**src/rtl/alarm_annunciator_pkg.sv**
```systemverilog
// Shared definitions for the alarm annunciator: state encodings, state width and a sizing helper.
package alarm_annunciator_pkg;

    localparam int STATE_W = 3;

    typedef enum logic [STATE_W-1:0] {
        ST_IDLE      = 3'd0,
        ST_ARMED     = 3'd1,
        ST_PRE_ALARM = 3'd2,
        ST_SOUNDING  = 3'd3,
        ST_SILENCED  = 3'd4,
        ST_TIMEOUT   = 3'd5
    } state_e;

    function automatic int max_int(input int a, input int b);
        return (a > b) ? a : b;
    endfunction

endpackage

```
**src/rtl/alarm_annunciator_tick_gen.sv**
```systemverilog
// Free-running tick generator: pulses o_Tick while the counter sits at CLKS_PER_TICK-1;
// i_Clear restarts the count so a new timed phase always begins on a fresh tick boundary.
module alarm_annunciator_tick_gen #(
    parameter int CLKS_PER_TICK = 12_500_000
) (
    input  logic i_Clk,
    input  logic i_Reset_n,
    input  logic i_Clear,
    output logic o_Tick
);

    localparam int               CNT_W = $clog2(CLKS_PER_TICK);
    localparam logic [CNT_W-1:0] TERM  = CNT_W'(CLKS_PER_TICK - 1);

    logic [CNT_W-1:0] cnt_q;
    logic [CNT_W-1:0] cnt_d;

    // Next count: clear on request, wrap at terminal, otherwise advance.
    always_comb begin
        cnt_d = cnt_q;
        if (i_Clear) begin
            cnt_d = {CNT_W{1'b0}};
        end else if (cnt_q == TERM) begin
            cnt_d = {CNT_W{1'b0}};
        end else begin
            cnt_d = cnt_q + CNT_W'(1);
        end
    end

    // Count register.
    always_ff @(posedge i_Clk or negedge i_Reset_n) begin
        if (!i_Reset_n) begin
            cnt_q <= {CNT_W{1'b0}};
        end else begin
            cnt_q <= cnt_d;
        end
    end

    assign o_Tick = (cnt_q == TERM);

endmodule

```
**src/rtl/alarm_annunciator.sv**
```systemverilog
// Alarm annunciator: grace delay, blinking siren, acknowledge/silence and sound timeout.
// Optional o_Event_Count port and counter are built when ALARM_EVENT_COUNT_EN is defined.
module alarm_annunciator
    import alarm_annunciator_pkg::*;
#(
    parameter int CLKS_PER_TICK = 12_500_000,
    parameter int GRACE_TICKS   = 10,
    parameter int SOUND_TICKS   = 120
) (
    input  logic               i_Clk,
    input  logic               i_Reset_n,
    input  logic               i_Armed,
    input  logic               i_Alarm,
    input  logic               i_Ack,
    output logic               o_Siren,
    output logic               o_Strobe,
    output logic [STATE_W-1:0] o_State
`ifdef ALARM_EVENT_COUNT_EN
    ,
    output logic [3:0]         o_Event_Count
`endif
);

    localparam int                TICKS_MAX  = max_int(GRACE_TICKS, SOUND_TICKS);
    localparam int                TCNT_W     = $clog2(TICKS_MAX + 1);
    localparam logic [TCNT_W-1:0] GRACE_LAST = TCNT_W'(GRACE_TICKS - 1);
    localparam logic [TCNT_W-1:0] SOUND_LAST = TCNT_W'(SOUND_TICKS - 1);
    localparam logic [TCNT_W-1:0] TCNT_SAT   = TCNT_W'(TICKS_MAX);

    state_e            state_q, state_d;
    logic [TCNT_W-1:0] tcnt_q, tcnt_d;
    logic              phase_q, phase_d;
    logic              siren_q, siren_d;
    logic              strobe_q, strobe_d;
    logic              tick_s;
    logic              state_chg_s;
    logic              grace_done_s;
    logic              sound_done_s;

    alarm_annunciator_tick_gen #(
        .CLKS_PER_TICK (CLKS_PER_TICK)
    ) u_tick_gen (
        .i_Clk     (i_Clk),
        .i_Reset_n (i_Reset_n),
        .i_Clear   (state_chg_s),
        .o_Tick    (tick_s)
    );

    // The expiring tick itself triggers the move, so the count never reaches its limit in-state.
    assign grace_done_s = tick_s && (tcnt_q == GRACE_LAST);
    assign sound_done_s = tick_s && (tcnt_q == SOUND_LAST);
    assign state_chg_s  = (state_d != state_q);

    // Next-state logic; disarm > ack > alarm drop > tick expiry.
    always_comb begin
        state_d = state_q;
        if (!i_Armed) begin
            state_d = ST_IDLE;
        end else begin
            case (state_q)
                ST_IDLE:      state_d = ST_ARMED;
                ST_ARMED:     state_d = i_Alarm ? ST_PRE_ALARM : ST_ARMED;
                ST_PRE_ALARM: begin
                    if (i_Ack) begin
                        state_d = ST_SILENCED;
                    end else if (!i_Alarm) begin
                        state_d = ST_ARMED;
                    end else if (grace_done_s) begin
                        state_d = ST_SOUNDING;
                    end else begin
                        state_d = ST_PRE_ALARM;
                    end
                end
                ST_SOUNDING: begin
                    if (i_Ack) begin
                        state_d = ST_SILENCED;
                    end else if (sound_done_s) begin
                        state_d = ST_TIMEOUT;
                    end else begin
                        state_d = ST_SOUNDING;
                    end
                end
                ST_SILENCED:  state_d = i_Alarm ? ST_SILENCED : ST_ARMED;
                ST_TIMEOUT:   state_d = (i_Ack || !i_Alarm) ? ST_ARMED : ST_TIMEOUT;
                default:      state_d = ST_IDLE;
            endcase
        end
    end

    // Tick count and blink phase restart on entry to every state; phase starts high.
    always_comb begin
        tcnt_d  = tcnt_q;
        phase_d = phase_q;
        if (state_chg_s) begin
            tcnt_d  = {TCNT_W{1'b0}};
            phase_d = 1'b1;
        end else if (tick_s) begin
            phase_d = ~phase_q;
            tcnt_d  = (tcnt_q == TCNT_SAT) ? tcnt_q : tcnt_q + TCNT_W'(1);
        end else begin
            tcnt_d  = tcnt_q;
            phase_d = phase_q;
        end
    end

    // Output decode from next state so the drives are registered alongside the state.
    always_comb begin
        siren_d = (state_d == ST_SOUNDING) && phase_d;
        case (state_d)
            ST_ARMED, ST_SOUNDING, ST_TIMEOUT: strobe_d = 1'b1;
            ST_PRE_ALARM, ST_SILENCED:         strobe_d = phase_d;
            default:                           strobe_d = 1'b0;
        endcase
    end

    // FSM, counters and output registers.
    always_ff @(posedge i_Clk or negedge i_Reset_n) begin
        if (!i_Reset_n) begin
            state_q  <= ST_IDLE;
            tcnt_q   <= {TCNT_W{1'b0}};
            phase_q  <= 1'b0;
            siren_q  <= 1'b0;
            strobe_q <= 1'b0;
        end else begin
            state_q  <= state_d;
            tcnt_q   <= tcnt_d;
            phase_q  <= phase_d;
            siren_q  <= siren_d;
            strobe_q <= strobe_d;
        end
    end

    assign o_Siren  = siren_q;
    assign o_Strobe = strobe_q;
    assign o_State  = state_q;

`ifdef ALARM_EVENT_COUNT_EN
    logic [3:0] evt_q;

    // Saturating count of grace-expiry (sounding) entries; cleared only by reset.
    always_ff @(posedge i_Clk or negedge i_Reset_n) begin
        if (!i_Reset_n) begin
            evt_q <= 4'd0;
        end else if ((state_q == ST_PRE_ALARM) && (state_d == ST_SOUNDING) && (evt_q != 4'd15)) begin
            evt_q <= evt_q + 4'd1;
        end else begin
            evt_q <= evt_q;
        end
    end

    assign o_Event_Count = evt_q;
`endif

endmodule
```
**config.mk**
```make
export PLATFORM = sky130hd
export DESIGN_NAME = alarm_annunciator
export DESIGN_NICKNAME = d
export VERILOG_FILES = /design/src/rtl/alarm_annunciator_pkg.sv /design/src/rtl/alarm_annunciator_tick_gen.sv /design/src/rtl/alarm_annunciator.sv
export SDC_FILE = /design/constraint.sdc
export NUM_CORES = 1
export LEC_CHECK = 0
export BUFFER_PORTS_ARGS = -buffer_cell sky130_fd_sc_hd__buf_2
export CAP_MARGIN = 20
export CORE_MARGIN = 1
export CORE_UTILIZATION = 56
export DETAILED_ROUTE_END_ITERATION = 6
export GPL_TIMING_DRIVEN = 0
export PLACE_DENSITY_LB_ADDON = 0.3
export REMOVE_ABC_BUFFERS = 1
export SYNTH_ARGS = -nofsm -noshare
export SYNTH_HDL_FRONTEND = slang
export SYNTH_SLANG_ARGS = --single-unit
export TNS_END_PERCENT = 20
```
**constraint.sdc**
```tcl
create_clock -name i_Clk -period 5.5 [get_ports i_Clk]
set_input_delay 0.275 -clock i_Clk [delete_from_list [all_inputs] [get_ports i_Clk]]
set_output_delay 0.275 -clock i_Clk [all_outputs]
set_load 0.01 [all_outputs]
```
==> flow_results.org <==
** Worst setup path
- In this run the critical register-to-register path is launched from o_State[1].
- Worst r2r dst :: u_tick_gen.cnt_q[3]
- Minimum setup slack among reg-to-reg paths :: 3.21 ns
- The worst setup path is captured at a flop.
- By startpoint and endpoint, the worst setup path is classified as reg2reg.
- Required time of the worst setup path :: 5.65 ns
- R2R depth :: 5
- The worst setup path is launched from a flop.
- Data on the critical path arrives at its endpoint at roughly 2.4 ns.
- Crit-path max FO :: 24

** Placed design
- The congestion estimate from routability-driven global placement came to 0.7537.
- Summed over all nets, the half-perimeter wirelength after detailed placement is 2632 um.
- In this run the tool buffered the top-level ports with 9 buffer cells.
- Post-place instance area :: between 0.002 and 0.0025 mm2

** Logic synthesis
- The most used flip-flop cell after synthesis is sky130_fd_sc_hd__dfrtp_1.
- The biggest area contributor in the post-synthesis netlist is sky130_fd_sc_hd__dfrtp_1.
- Cells after synthesis :: about 220
- Fraction of synthesis flops using an asynchronous set or reset pin :: 100.0%
- The synthesized design contains 0 enable-type register cells.
- Dividing the synthesized area by the synthesized cell count gives between 10 and 15 um2.
- Seq cells post-synth :: 37
- After synthesis, the cell types taking the most area are sky130_fd_sc_hd__dfrtp_1, sky130_fd_sc_hd__nor2_4, sky130_fd_sc_hd__xnor2_1.
- Of the synthesized area, sequential elements account for 39.45%.
- Area share of the largest cell type after synthesis :: 39.45%
- Yosys synthesis warning count :: 0
- Post-synthesis cell type count :: 47
- Cell area after technology mapping :: 0.002347 mm2

** Timing
- Based on the critical path, the design can be clocked at up to 0.4373 GHz.
- For the pin with the worst max-slew slack, the measured transition is 0.8111 ns.
- The count of final hold-check violations is 0.
- Setup tns final :: 0 ns
- Clock skew on the completed layout was measured at roughly 0.0038 ns.
- Number of slew-limit violations in the final report :: 0
- The worst path uses 41.58% of the clock period.
- The smallest clock period supported by the final layout is computed as 2.287 ns.
- Setup repair after global routing left no endpoint under its margin.
- Setup violations remaining at the end of the flow were counted as 0.
- Slew margin rel. :: 45.93%

** Routing
- Initial DRC Count :: 147
- After detailed routing, the number of vias per cell comes to 5.580.
- Dividing the detail-routed wire length by the instance count gives between 10 and 15 um.
- Total DRC errors in the routed layout :: 0
- The first detailed-routing pass took 6 iterations.
- Post-detailed-routing wire length :: 3750 um
- Detailed routing inserted a total of between 1500 and 2000 vias.
- The count of nets left with antenna violations once routing finished came out at 0.

** Worst hold path
- Type of the worst min-delay path :: in2async

** Global route
- The via count of the first global-routing pass was 1541.
- GR peak layer :: met2
- Met2 Track Usage GR :: approximately a third
- The initial antenna violation count is 0.
- Global routing consumed, on the met3 layer, about 3.6% of the routing resources.
- Overflow after GRT :: 0
- The first global-routing pass estimated about 6700 um of wire.
- Pin count of the biggest net entering global routing :: 38
- For this run, the total global-route usage over all layers was measured as about a fifth.
- Global routing used 25.52% of the available met1 tracks.

** CTS
- Number of CTS-inserted buffers :: 5
- Clock-pin slew was measured on the worst setup and hold paths at 0.07 ns.
- Number of H-tree branching levels :: 2
- The longest clock path from root to sink contains 2 buffers.
- Once the clock tree was built, the resizer swapped 0 gates to a different size.
- The root buffer cell chosen for the clock tree is sky130_fd_sc_hd__clkbuf_8.
- Total setup buffers inserted after CTS :: 0
- For this design, the CTS-stage hold fixing added 0 buffers.
- For the worst-skew pair, the clock arrives at the later sink with an insertion delay of 0.28 ns.
- Number of clock sinks :: 37
- CTS tree :: built

** Power
- Power density cells :: 220.2 mW/mm2
- Sequential share of power :: 52.5%
- For this design the total switching power over the nets is 148.0 uW.
- IR analysis of the VDD net gives a maximum drop of 152.0 uV.
- Net switching is 27.15% of the power.
- Combinational cell fraction of total power :: a little over an eighth
- The clock network burns 34.3% of the power.
- The internal portion of the total power is 397.2 uW.
- Leak Pwr :: between 1 and 1.5 nW

** Die
- The die is 66.74 um wide.
- I/O Pins :: 10
- In this run the core area contains 23 standard-cell rows.
- Core box area :: 0.004000 mm2
- Die ar. :: 0.004454 mm2
- Starting density of the core :: 58.68%
- Height of the chip :: about 67 um

** Cells and area
- The area growth from synthesis to layout is 5.490%.
- Leaving out fill and tap cells, the most frequent cells in the layout are sky130_fd_sc_hd__dfrtp_1, sky130_fd_sc_hd__nor2_1, sky130_fd_sc_hd__nand2_1.
- Layout Utilization :: 61.90%
- Area of all placed cells without fillers :: 0.002476 mm2
- The library cell used most frequently in the layout, excluding fill and tap cells, is sky130_fd_sc_hd__dfrtp_1.
- The repair_antennas step left the layout with diodes totalling 0.
- Of the cells placed in the final design, the portion with a size suffix greater than 1 is a little under a quarter.
- Filler cells :: 341
- After the last flow step, the layout net total stands at 242.

** Run
- Total of max-cap violations :: 0

** Outcome
- The run finished with clean final reports.
==> logic make-up (layout without fill, tap and decap cells) <==
family / Yosys count / after routing / share of synthesized area, %
muxes: 2 / 2 / 0.8529
and+or+nand+nor: 113 / 113 / 34.97
AOI/OAI and AO/OA: 25 / 25 / 8.103
DFF: 37 / 37 / 39.45
buffers and inverters: 14 / 24 / 4.051
xor gates and xnor gates: 28 / 28 / 10.45
adders and majority gates: 4 / 4 / 2.132
==> metal layers <==
layer,vias to the layer above,wire [um]
met4,0,76
met5,-,0
met3,7,82
met1,765,1774
li1,790,-
met2,17,1816
==> how the worst max path moves through the flow <==
| stage | start | to |
|---|---|---|
| after detailed placement | o_State[1] | u_tick_gen.cnt_q[3] |
| after floorplan | o_State[1] | u_tick_gen.cnt_q[20] |
| final | o_State[1] | u_tick_gen.cnt_q[3] |
| after CTS | o_State[1] | u_tick_gen.cnt_q[3] |
| after global placement | o_State[1] | u_tick_gen.cnt_q[2] |
| after global routing | o_State[1] | u_tick_gen.cnt_q[2] |
==> area by class of cell <==
| type | instances | area (um2) | share of cell area [%] |
|---|---|---|---|
| Clock buffer | 7 | 86.33 | 3.487 |
| Tap cell | 50 | 62.56 | 2.527 |
| Sequential cell | 37 | 925.9 | 37.39 |
| Timing Repair Buffer | 9 | 45.04 | 1.819 |
| Inverter | 8 | 30.03 | 1.213 |
| Multi-Input combinational cell | 172 | 1326 | 53.56 |
==> flip-flops by register name, indices dropped and copies added, names as in the netlist <==
signal            flops
u_tick_gen.cnt_q     24
tcnt_q                7
o_State               3
o_Siren               1
o_Strobe              1
phase_q               1
==> metrics by stage <==
step / hold WS (ns) / instances / setup slack (ns) / total power, mW
floorplan: -0.02059 / 217 / 3.491 / 0.3423
global placement: 0.4274 / 276 / 3.209 / 0.3636
detailed placement: 0.4232 / 276 / 3.201 / 0.3646
CTS: 0.1132 / 283 / 3.188 / 0.5551
global route: 0.1660 / 283 / 2.935 / 0.5711
finish: 0.07532 / 283 / 3.213 / 0.5452
==> synthesized netlist by cell type, drive strengths merged (2+ instances only) <==
cell type,number
nand2b,2
nor2b,4
a31oi,6
nor2,42
mux2i,2
ha,4
xnor2,16
nor3b,2
a221oi,2
and2b,2
inv,8
dfrtp,37
nor3,8
buf,6
nand3,9
nand4,10
a21oi,3
nand2,17
xor2,12
or2,2
and3,7
nor4,4
o21ai,7
o211a,2
==> power groups by stage <==
stage                     Sequential, mW  Clock (mW)  Combinational, mW
after CTS                          0.286       0.195             0.0739
after detailed placement           0.291           0             0.0736
final                              0.286       0.187             0.0722
after global routing               0.287       0.204             0.0808
after global placement             0.291           0             0.0727
after floorplan                    0.290           0             0.0518
==> worst max-delay path, stage by stage (launching register included) <==
cell                       delay, ns
sky130_fd_sc_hd__dfrtp_1        0.55
sky130_fd_sc_hd__and2b_1        0.41
sky130_fd_sc_hd__a221oi_2       0.11
sky130_fd_sc_hd__a31oi_1        0.36
sky130_fd_sc_hd__nand2b_4       0.59
sky130_fd_sc_hd__nor2_1         0.10
No activity file was read; power rests on OpenSTA's default activity.
